$ cat src/rtl/mem_fill_arbiter.sv
// Arbitrates the shared main memory between write-through stores and
// I/D block fills; sequences 8-word fills and steers words to the caches.
// Ports: clk, rst (sync, active-high); i/d miss request+address, d store
// request/address/data and ack; mem_* memory command and return path;
// fill_data/fill_idx/{i,d}_fill_we cache write port; {i,d}_fill_done; busy.
// Option: define MEM_ARB_RR_EN for round-robin between I and D fills.
module mem_fill_arbiter #(
  parameter int ADDR_W        = 16,
  parameter int WORDS_PER_BLK = 8,
  parameter int IDX_W         = 3
) (
  input  logic              clk,
  input  logic              rst,
  input  logic              i_miss_req,
  input  logic [ADDR_W-1:0] i_miss_addr,
  input  logic              d_miss_req,
  input  logic [ADDR_W-1:0] d_miss_addr,
  input  logic              d_wr_req,
  input  logic [ADDR_W-1:0] d_wr_addr,
  input  logic [15:0]       d_wr_data,
  output logic              mem_en,
  output logic              mem_wr,
  output logic [ADDR_W-1:0] mem_addr,
  output logic [15:0]       mem_wdata,
  input  logic              mem_data_valid,
  input  logic [15:0]       mem_rdata,
  output logic [15:0]       fill_data,
  output logic [IDX_W-1:0]  fill_idx,
  output logic              i_fill_we,
  output logic              d_fill_we,
  output logic              i_fill_done,
  output logic              d_fill_done,
  output logic              d_wr_ack,
  output logic              busy
);

  localparam int BLK_W = ADDR_W - IDX_W - 1;
  localparam int CNT_W = IDX_W + 1;

  typedef enum logic [2:0] {
    S_IDLE,
    S_WRITE,
    S_ISSUE,
    S_DRAIN,
    S_DONE
  } state_t;

  typedef enum logic [1:0] {
    G_NONE,
    G_I,
    G_D,
    G_W
  } grant_t;

  state_t           state, state_n;
  grant_t           grant, grant_n;
  grant_t           win;
  logic [BLK_W-1:0] blk_addr, blk_n;
  logic [IDX_W-1:0] issue_cnt, issue_n;
  logic [CNT_W-1:0] recv_cnt, recv_n;
  logic             d_first;
  logic             rx;
  logic             last8;

  // Byte-in-block bits of miss addresses never matter.
  logic unused_lsb;
  assign unused_lsb = ^{i_miss_addr[IDX_W:0], d_miss_addr[IDX_W:0]};

`ifdef MEM_ARB_RR_EN
  // 1 = D was granted the most recent fill; a tie goes to the other side.
  logic last_fill;

  always_ff @(posedge clk) begin
    if (rst) begin
      last_fill <= 1'b0;
    end else if (state == S_IDLE) begin
      if (win == G_D) last_fill <= 1'b1;
      else if (win == G_I) last_fill <= 1'b0;
    end
  end

  assign d_first = ~last_fill;
`else
  assign d_first = 1'b1;
`endif

  always_comb begin
    win = G_NONE;
    if (d_wr_req) win = G_W;
    else if (d_miss_req && i_miss_req) win = d_first ? G_D : G_I;
    else if (d_miss_req) win = G_D;
    else if (i_miss_req) win = G_I;
  end

  // Returns are counted as they arrive, whatever the memory latency.
  assign rx = mem_data_valid &&
              (state == S_ISSUE || state == S_DRAIN);
  assign last8 = rx &&
                 (recv_cnt == CNT_W'(WORDS_PER_BLK - 1));

  assign fill_data = mem_rdata;
  assign busy      = (state != S_IDLE);

  always_ff @(posedge clk) begin
    if (rst) begin
      state     <= S_IDLE;
      grant     <= G_NONE;
      blk_addr  <= '0;
      issue_cnt <= '0;
      recv_cnt  <= '0;
    end else begin
      state     <= state_n;
      grant     <= grant_n;
      blk_addr  <= blk_n;
      issue_cnt <= issue_n;
      recv_cnt  <= recv_n;
    end
  end

  always_comb begin
    state_n     = state;
    grant_n     = grant;
    blk_n       = blk_addr;
    issue_n     = issue_cnt;
    recv_n      = recv_cnt;
    mem_en      = 1'b0;
    mem_wr      = 1'b0;
    mem_addr    = '0;
    mem_wdata   = '0;
    fill_idx    = recv_cnt[IDX_W-1:0];
    i_fill_we   = 1'b0;
    d_fill_we   = 1'b0;
    i_fill_done = 1'b0;
    d_fill_done = 1'b0;
    d_wr_ack    = 1'b0;

    if (rx) begin
      recv_n    = recv_cnt + 1'b1;
      i_fill_we = (grant == G_I);
      d_fill_we = (grant == G_D);
    end

    unique case (state)
      S_IDLE: begin
        grant_n = win;
        if (win == G_W) begin
          state_n = S_WRITE;
        end else if (win == G_D) begin
          blk_n   = d_miss_addr[ADDR_W-1:IDX_W+1];
          state_n = S_ISSUE;
        end else if (win == G_I) begin
          blk_n   = i_miss_addr[ADDR_W-1:IDX_W+1];
          state_n = S_ISSUE;
        end
      end
      S_WRITE: begin
        mem_en    = 1'b1;
        mem_wr    = 1'b1;
        mem_addr  = d_wr_addr;
        mem_wdata = d_wr_data;
        d_wr_ack  = 1'b1;
        grant_n   = G_NONE;
        state_n   = S_IDLE;
      end
      S_ISSUE: begin
        mem_en   = 1'b1;
        mem_addr = {blk_addr, issue_cnt, 1'b0};
        issue_n  = issue_cnt + 1'b1;
        if (issue_cnt == IDX_W'(WORDS_PER_BLK - 1))
          state_n = last8 ? S_DONE : S_DRAIN;
      end
      S_DRAIN: begin
        if (last8) state_n = S_DONE;
      end
      S_DONE: begin
        i_fill_done = (grant == G_I);
        d_fill_done = (grant == G_D);
        issue_n     = '0;
        recv_n      = '0;
        grant_n     = G_NONE;
        state_n     = S_IDLE;
      end
      default: begin
        state_n = S_IDLE;
        grant_n = G_NONE;
      end
    endcase
  end

endmodule

$ cat config.mk
export PLATFORM = sky130hd
export DESIGN_NAME = mem_fill_arbiter
export DESIGN_NICKNAME = d
export VERILOG_FILES = /design/src/rtl/mem_fill_arbiter.sv
export SDC_FILE = /design/constraint.sdc
export NUM_CORES = 1
export LEC_CHECK = 0
export CAP_MARGIN = 25
export CORE_ASPECT_RATIO = 2
export CORE_MARGIN = 1.5
export CORE_UTILIZATION = 33
export CTS_CLUSTER_DIAMETER = 50
export CTS_CLUSTER_SIZE = 30
export DETAILED_ROUTE_END_ITERATION = 10
export MAX_ROUTING_LAYER = met4
export PLACE_DENSITY = 0.93
export SETUP_SLACK_MARGIN = 0.4
export SYNTH_ARGS = -nofsm -noshare
export SYNTH_HDL_FRONTEND = slang
export SYNTH_SLANG_ARGS = --single-unit
$ cat constraint.sdc
create_clock -name clk -period 2 [get_ports clk]
set_input_delay 0.3 -clock clk [delete_from_list [all_inputs] [get_ports clk]]
set_output_delay 0.3 -clock clk [all_outputs]
set_load 0.005 [all_outputs]
==> impl_metrics.py, run 1 <==
metrics = {
    "detailed_routing": {
        "drt_iter0_markers": 35,
        "wl_um": 6970,
        "viasPerCell": 5.34,
        "via_count": 2066,
        "drtPass1Iterations": 5,
        "drtAntennaViolNets": 0,
        "routedWlPerCell_um": 18.0,
        "drc": 0,
    },
    "timing": {
        "clock_skew_ns": 0.00454,
        "period_needed_ns": 1.84,
        "setup-violations-final": 0,
        "rsz0062_at_grt": "true",
        "slew_headroom_pct": 79.1,
        "slew_violations": 0,
        "hold-worst-slack_ns": 0.437,
        "hold_viol": 0,
        "setup_slack_ns": 0.162,
        "max_freq_mhz": 544,
        "worst_pin_slew_ns": 0.312,
        "post-route-period-util_pct": 91.9,
    },
    "clocking": {
        "htreeDepth": 1,
        "cts_inserted_buffers": 3,
        "clockBufferDepth": 2,
        "clock_latency_ns": 0.26,
        "clk_pin_slew_worst_paths_ns": 0.08,
        "cts_root_buf": "clkbuf_8",
        "cts_tree": "yes",
        "cts_sinks": 24,
    },
    "global_route": {
        "antenna_found_initial": 0,
        "grt_pass1_wl_um": 9760,
        "grt.overflow.total": 0,
        "grtUsageTotal_pct": 23.3,
        "grt_max_degree": 22,
        "grt_pass1_vias": 2083,
    },
    "pwr": {
        "p_int_w": 0.00154,
        "leakagePower_nw": 1.53,
        "powerDensity_nw_per_um2": 662,
        "power_frac_seq_pct": 26.6,
        "power.switching_w": 0.000745,
        "vdd_drop_max_v": 0.000493,
        "pwr-share-comb_pct": 61.0,
        "power.total_w": 0.00228,
        "clockPowerShare_pct": 12.4,
        "swShare_pct": 32.7,
    },
    "cells_and_area": {
        "syn_to_final_growth_pct": 97.2,
        "fin_nets": 423,
        "drive_gt1_share_pct": 48.9,
        "final_cell_area_um2": 3440,
        "n_antenna_cell": 0,
    },
    "worst_setup_path": {
        "max_stage_delay_ns": 0.37,
        "r2r_cells": 8,
        "rr_endpoint": "blk_addr[3]$_SDFFE_PP0P_",
        "start_kind": "flop",
        "worst-path-max-fanout": 8,
        "worstReg2RegStart": "state[1]$_SDFFE_PP0P_",
        "worstPathRequired_ns": 1.70,
        "crit_type": "flop to primary output",
        "cp_data_arrival_time_ns": 1.54,
        "cp-end-kind": "primary output",
        "r2r_slack_ns": 0.26,
        "path_cells": "nor3b_4 -> buf_4 -> buf_6 -> buf_16 -> a22o_1 -> buf_2",
        "critical_path.slowest_cell": "dfxtp_4",
    },
    "worst_hold_path": {
        "hold_end": "grant[0]$_SDFFE_PP0P_",
        "holdCritPathClass": "primary input to flop",
        "worstHoldPathCells": 3,
        "min_from": "d_wr_req",
    },
    "logic_synthesis": {
        "synth.distinct_cells": 40,
        "synthTopCellsByArea": "dfxtp_1 28%, buf_4 10%, a22o_1 7.5%",
        "avgSynthCellArea_um2": 8.82,
        "async_flop_share_pct": 0,
        "synthTopCellsByCount": "24 x buf_4, 24 x dfxtp_1, 24 x nor2_1",
        "yosysWarnings": 0,
        "ys_seq_area_share_pct": 27.5,
        "synth-seq-cells": 24,
        "synth-edff-count": 0,
        "syn_area_um2": 1750,
        "synth_ff_type": "dfxtp_1",
        "netlist.area_leader.share_pct": 27.5,
        "syn-num-nets": 290,
        "syn_inst": 198,
        "yosysTopAreaCell": "dfxtp_1",
    },
    "place": {
        "dp_slack_ns": -0.204,
        "post_dp_cell_area_um2": 2790,
        "routabilityCongestion": 0.773,
        "dpl.hpwl_um": 3880,
        "io_buffers": 104,
    },
    "floorplanning": {
        "io_pins": 145,
        "die_area_um2": 5760,
        "fp.dieW_um": 54.4,
        "die_h_um": 106,
        "rows": 37,
        "initial_core_util_pct": 34.0,
        "coreArea_um2": 5140,
    },
    "run": {
        "cap_violations": 0,
    },
    "outcome": {
        "status": "finished, final reports clean",
    },
}
through the flow:
step	TNS (ns)	util [%]	cells
after floorplan	0	-	198
after global placement	-1.49	54.2	336
after detailed placement	-2.19	54.2	336
after CTS	0	63.6	377
after global routing	0	67.0	387
final	0	67.0	387
registers in the layout, indices dropped and copies added, names as in the netlist:
register / cells
blk_addr: 12
grant: 2
issue_cnt: 3
recv_cnt: 4
state: 3
cell families (layout without fill, tap and decap cells):
kind of cell	count (synthesis)	count (layout)	share of synthesized area, %
AO/OA/AOI/OAI	44	44	20.8
buffers and inverters	40	171	14.9
adder cells (fa/ha/maj)	6	6	4.30
AND/OR/NAND/NOR	69	69	24.1
XOR/XNOR	3	3	1.50
multiplexers	12	12	6.88
flip-flops	24	24	27.5
what timing repair did:
item,in CTS,in global routing
hold endpoints to repair,0,0
pin swaps,30,26
hold buffers,0,0
gates resized for setup,218,36
cloned,8,0
setup buffers,30,10
setup endpoints to repair,55,55
critical path, delay by kind of cell (launching register included):
kind	cells	cell delay [ns]
buf+inv	4	0.51
flops	1	0.37
compound gates	1	0.24
simple gates	1	0.16
power by group through the flow:
stage                     Clock, W  Sequential [W]  Combinational (W)
final                     0.000284        0.000606            0.00139
after global routing      0.000309        0.000612            0.00147
after CTS                 0.000287        0.000597            0.00125
after detailed placement         0        0.000604           0.000902
after global placement           0        0.000602           0.000873
after floorplan                  0        0.000583           0.000489
how the worst max path moves through the flow:
stage	start	endpoint	slack, ns	depth (start not counted)
global placement	d_miss_req	blk_addr[2]$_SDFFE_PP0P_	-0.13	7
floorplan	d_miss_req	blk_addr[10]$_SDFFE_PP0P_	0.37	6
finish	state[1]$_SDFFE_PP0P_	mem_addr[13]	0.16	6
detailed placement	d_miss_req	blk_addr[6]$_SDFFE_PP0P_	-0.20	7
CTS	state[1]$_SDFFE_PP0P_	mem_addr[5]	0.20	6
global route	state[1]$_SDFFE_PP0P_	mem_addr[13]	0.13	6
cell type report:
cell class	instances	area (um^2)
repair buffers	164	1650
clock buffers	3	41.3
multi-input cells	134	1170
fillers	385	1690
flip-flops and latches	24	492
well taps	58	72.6
inverters	4	15.0
cell usage in the layout (no fill, tap or decap), types with 3 or more instances in the layout:
cell type and instances:
o21ai_0 7, buf_2 25, clkbuf_8 3, a211oi_1 3
nor2_2 8, and3_1 5, a211oi_2 9, mux2i_1 12
nand2b_1 3, and3_4 12, buf_6 39, nor2_1 12
buf_12 6, a21oi_1 6, clkdlybuf4s50_1 61, inv_1 4
buf_4 22, buf_16 4, nand2_1 3, dfxtp_1 19
a22o_1 15, nor2_4 4, ha_1 3, clkbuf_2 3
dfxtp_2 3
routing by layer:
metal	vias to the layer above	track usage, %	part of all wire, %
met4	0	10.2	3.3
met1	973	20.8	33
met2	105	44.2	58
met3	32	3.40	5.8
li1	956	-	-
met5	-	-	0
No activity file was read; power rests on OpenSTA's default activity.
==> inputs of run 2 (changes only) <==
Settings changed: CORE_UTILIZATION 33 to 35, PLACE_DENSITY 0.93 to 0.95.
Clock period 2 ns to 2.3 ns, I/O delays scaled along.
==> run 2 against run 1 <==
Against the previous run:
- cell count down 9.8%
- clock-buffer cell count did not move
- clock skew increased by 0.0022 ns
- power down 23%
- worst setup slack improved by 0.0072 ns
- design area is 14% lower
- first-iteration DRC count fell by 5.7%
- global-route usage fell by 3.0 points
- sequential share of layout area is 2.2 points higher
- critical path depth down 2
- largest cell class unchanged
==> impl_metrics.py, run 2 (same netlist as run 1, synthesis figures left out) <==
metrics = {
    "outcome": {
        "status": "finished, final reports clean",
    },
    "worst_setup_path": {
        "cp-end-kind": "primary output",
        "critPathBufInv": 2,
        "worstPathRequired_ns": 1.96,
        "worst-path-max-fanout": 17,
        "max_stage_delay_ns": 0.52,
        "cp_data_arrival_time_ns": 1.79,
        "crit_family": "buffers and inverters",
        "r2r_cells": 5,
        "start_kind": "flop",
        "worstReg2RegStart": "issue_cnt[0]$_SDFFE_PP0P_",
        "crit_type": "flop to primary output",
        "rr_endpoint": "state[1]$_SDFFE_PP0P_",
        "r2r_slack_ns": 0.73,
        "critical_path.slowest_cell": "clkdlybuf4s50_1",
        "path_cells": "nor3b_4 -> buf_6 -> a22o_1 -> clkdlybuf4s50_1",
    },
    "timing": {
        "clock_skew_ns": 0.00675,
        "worst_pin_slew_ns": 0.320,
        "period_needed_ns": 2.13,
        "setup_tns_ns": 0,
        "slew_headroom_pct": 78.5,
        "slew_violations": 0,
        "hold_viol": 0,
        "setup-violations-final": 0,
        "post-route-period-util_pct": 92.7,
        "rsz0062_at_grt": "true",
        "hold-worst-slack_ns": 0.507,
        "max_freq_mhz": 469,
    },
    "cells_and_area": {
        "multi_input_area_um2": 1050,
        "layout_common_cells": "95 x clkdlybuf4s50_1, 21 x dfxtp_1, 20 x nor2_1",
        "fin_nets": 385,
        "final_common_cell": "clkdlybuf4s50_1",
        "ff_latch_area_um2": 492,
        "syn_to_final_growth_pct": 70.5,
        "largest_register_ffs": 12,
        "top_regs": "blk_addr x12, recv_cnt x4",
        "final_util_pct": 61.8,
        "drive_gt1_share_pct": 18.8,
        "n_fill_cell": 384,
        "largest_register": "blk_addr",
        "finalNonFillerCells": 349,
        "n_antenna_cell": 0,
    },
    "place": {
        "io_buffers": 104,
        "place_inst": 333,
        "routabilityCongestion": 0.767,
        "dpl.hpwl_um": 3890,
    },
    "global_route": {
        "antenna_found_initial": 0,
        "grt.overflow.total": 0,
        "grt_pass1_vias": 1792,
        "grt_pass1_wl_um": 8160,
        "grt_max_degree": 22,
        "grtUsageTotal_pct": 20.3,
    },
    "clocking": {
        "clk_pin_slew_worst_paths_ns": 0.09,
        "clockBufferDepth": 2,
        "htreeDepth": 1,
        "cts_root_buf": "clkbuf_8",
        "cts_sinks": 24,
        "cts_tree": "yes",
        "postCtsHoldBufs": 0,
        "cts_inserted_buffers": 3,
        "clock_latency_ns": 0.26,
    },
    "floorplanning": {
        "fp.dieW_um": 53.0,
        "die_area_um2": 5450,
        "die_h_um": 103,
        "initial_core_util_pct": 36.2,
        "rows": 36,
        "io_pins": 145,
        "coreArea_um2": 4820,
    },
    "pwr": {
        "power.total_w": 0.00175,
        "powerDensity_nw_per_um2": 589,
        "vdd_drop_max_v": 0.000459,
        "leakagePower_nw": 1.26,
    },
    "detailed_routing": {
        "via_count": 1789,
        "drc": 0,
        "wl_um": 5480,
        "drtAntennaViolNets": 0,
        "routedWlPerCell_um": 15.7,
        "drt_iter0_markers": 33,
        "drtPass1Iterations": 4,
        "viasPerCell": 5.13,
    },
    "run": {
        "cap_violations": 0,
    },
    "worst_hold_path": {
        "worstHoldPathCells": 2,
        "holdCritPathClass": "flop to flop",
        "hold_end": "recv_cnt[1]$_SDFFE_PP0P_",
        "min_from": "recv_cnt[1]$_SDFFE_PP0P_",
    },
}
run 2: cell type report:
type / count / area share (%)
Timing Repair Buffer: 126 / 42.8
Clock buffer: 3 / 1.39
Multi-Input combinational cell: 134 / 35.4
Clock inverter: 1 / 1.01
Tap cell: 57 / 2.39
Inverter: 4 / 0.504
Sequential cell: 24 / 16.5
run 2: timing repair:
item | 4_1_cts | 5_1_grt
resized for setup | 30 | 4
gates cloned | 4 | 0
pin swaps | 5 | 1
setup buffers | 6 | 2
setup endpoints to repair | 47 | 44
run 2: worst register-to-register path, delay by kind of cell (launching register included):
kind,cells,cell delay (ns)
AO/OA/AOI/OAI,2,0.45
flip-flops,1,0.35
AND/OR/NAND/NOR,1,0.28
adder cells (fa/ha/maj),2,0.40
run 2: metrics by stage:
step | cell area (um^2) | worst slack, ns
finish | 2980 | 0.169
global route | 2980 | 0.119
CTS | 2950 | 0.216
detailed placement | 2700 | 0.0854
global placement | 2700 | 0.155
floorplan | 1750 | 0.614
run 2: worst max path at each step:
stage                                      endpoint             startpoint  slack, ns  cells after the start
after floorplan           blk_addr[10]$_SDFFE_PP0P_             d_miss_req       0.61                      6
after global placement     blk_addr[3]$_SDFFE_PP0P_               d_wr_req       0.16                      7
after detailed placement   blk_addr[1]$_SDFFE_PP0P_             d_miss_req       0.09                      7
after CTS                              mem_addr[14]  state[1]$_SDFFE_PP0P_       0.22                      5
after global routing                    mem_addr[3]  state[1]$_SDFFE_PP0P_       0.12                      4
final                                   mem_addr[3]  state[1]$_SDFFE_PP0P_       0.17                      4
run 2: where the power goes:
part / switching [W] / total [W] / internal, W / leakage [nW]
Combinational: 0.000338 / 0.000869 / 0.000531 / 1.03
Clock: 0.000133 / 0.000365 / 0.000232 / 0.0357
Sequential: 0.0000459 / 0.000520 / 0.000474 / 0.199
run 2: routing by layer:
metal  vias to the layer above  GRT usage, %  routed length (um)
li1                        877             -                   -
met1                       837          18.6                1880
met2                        65          40.4                3220
met3                        10          2.32                 303
met4                         0          7.30                  78
met5                         -             -                   0
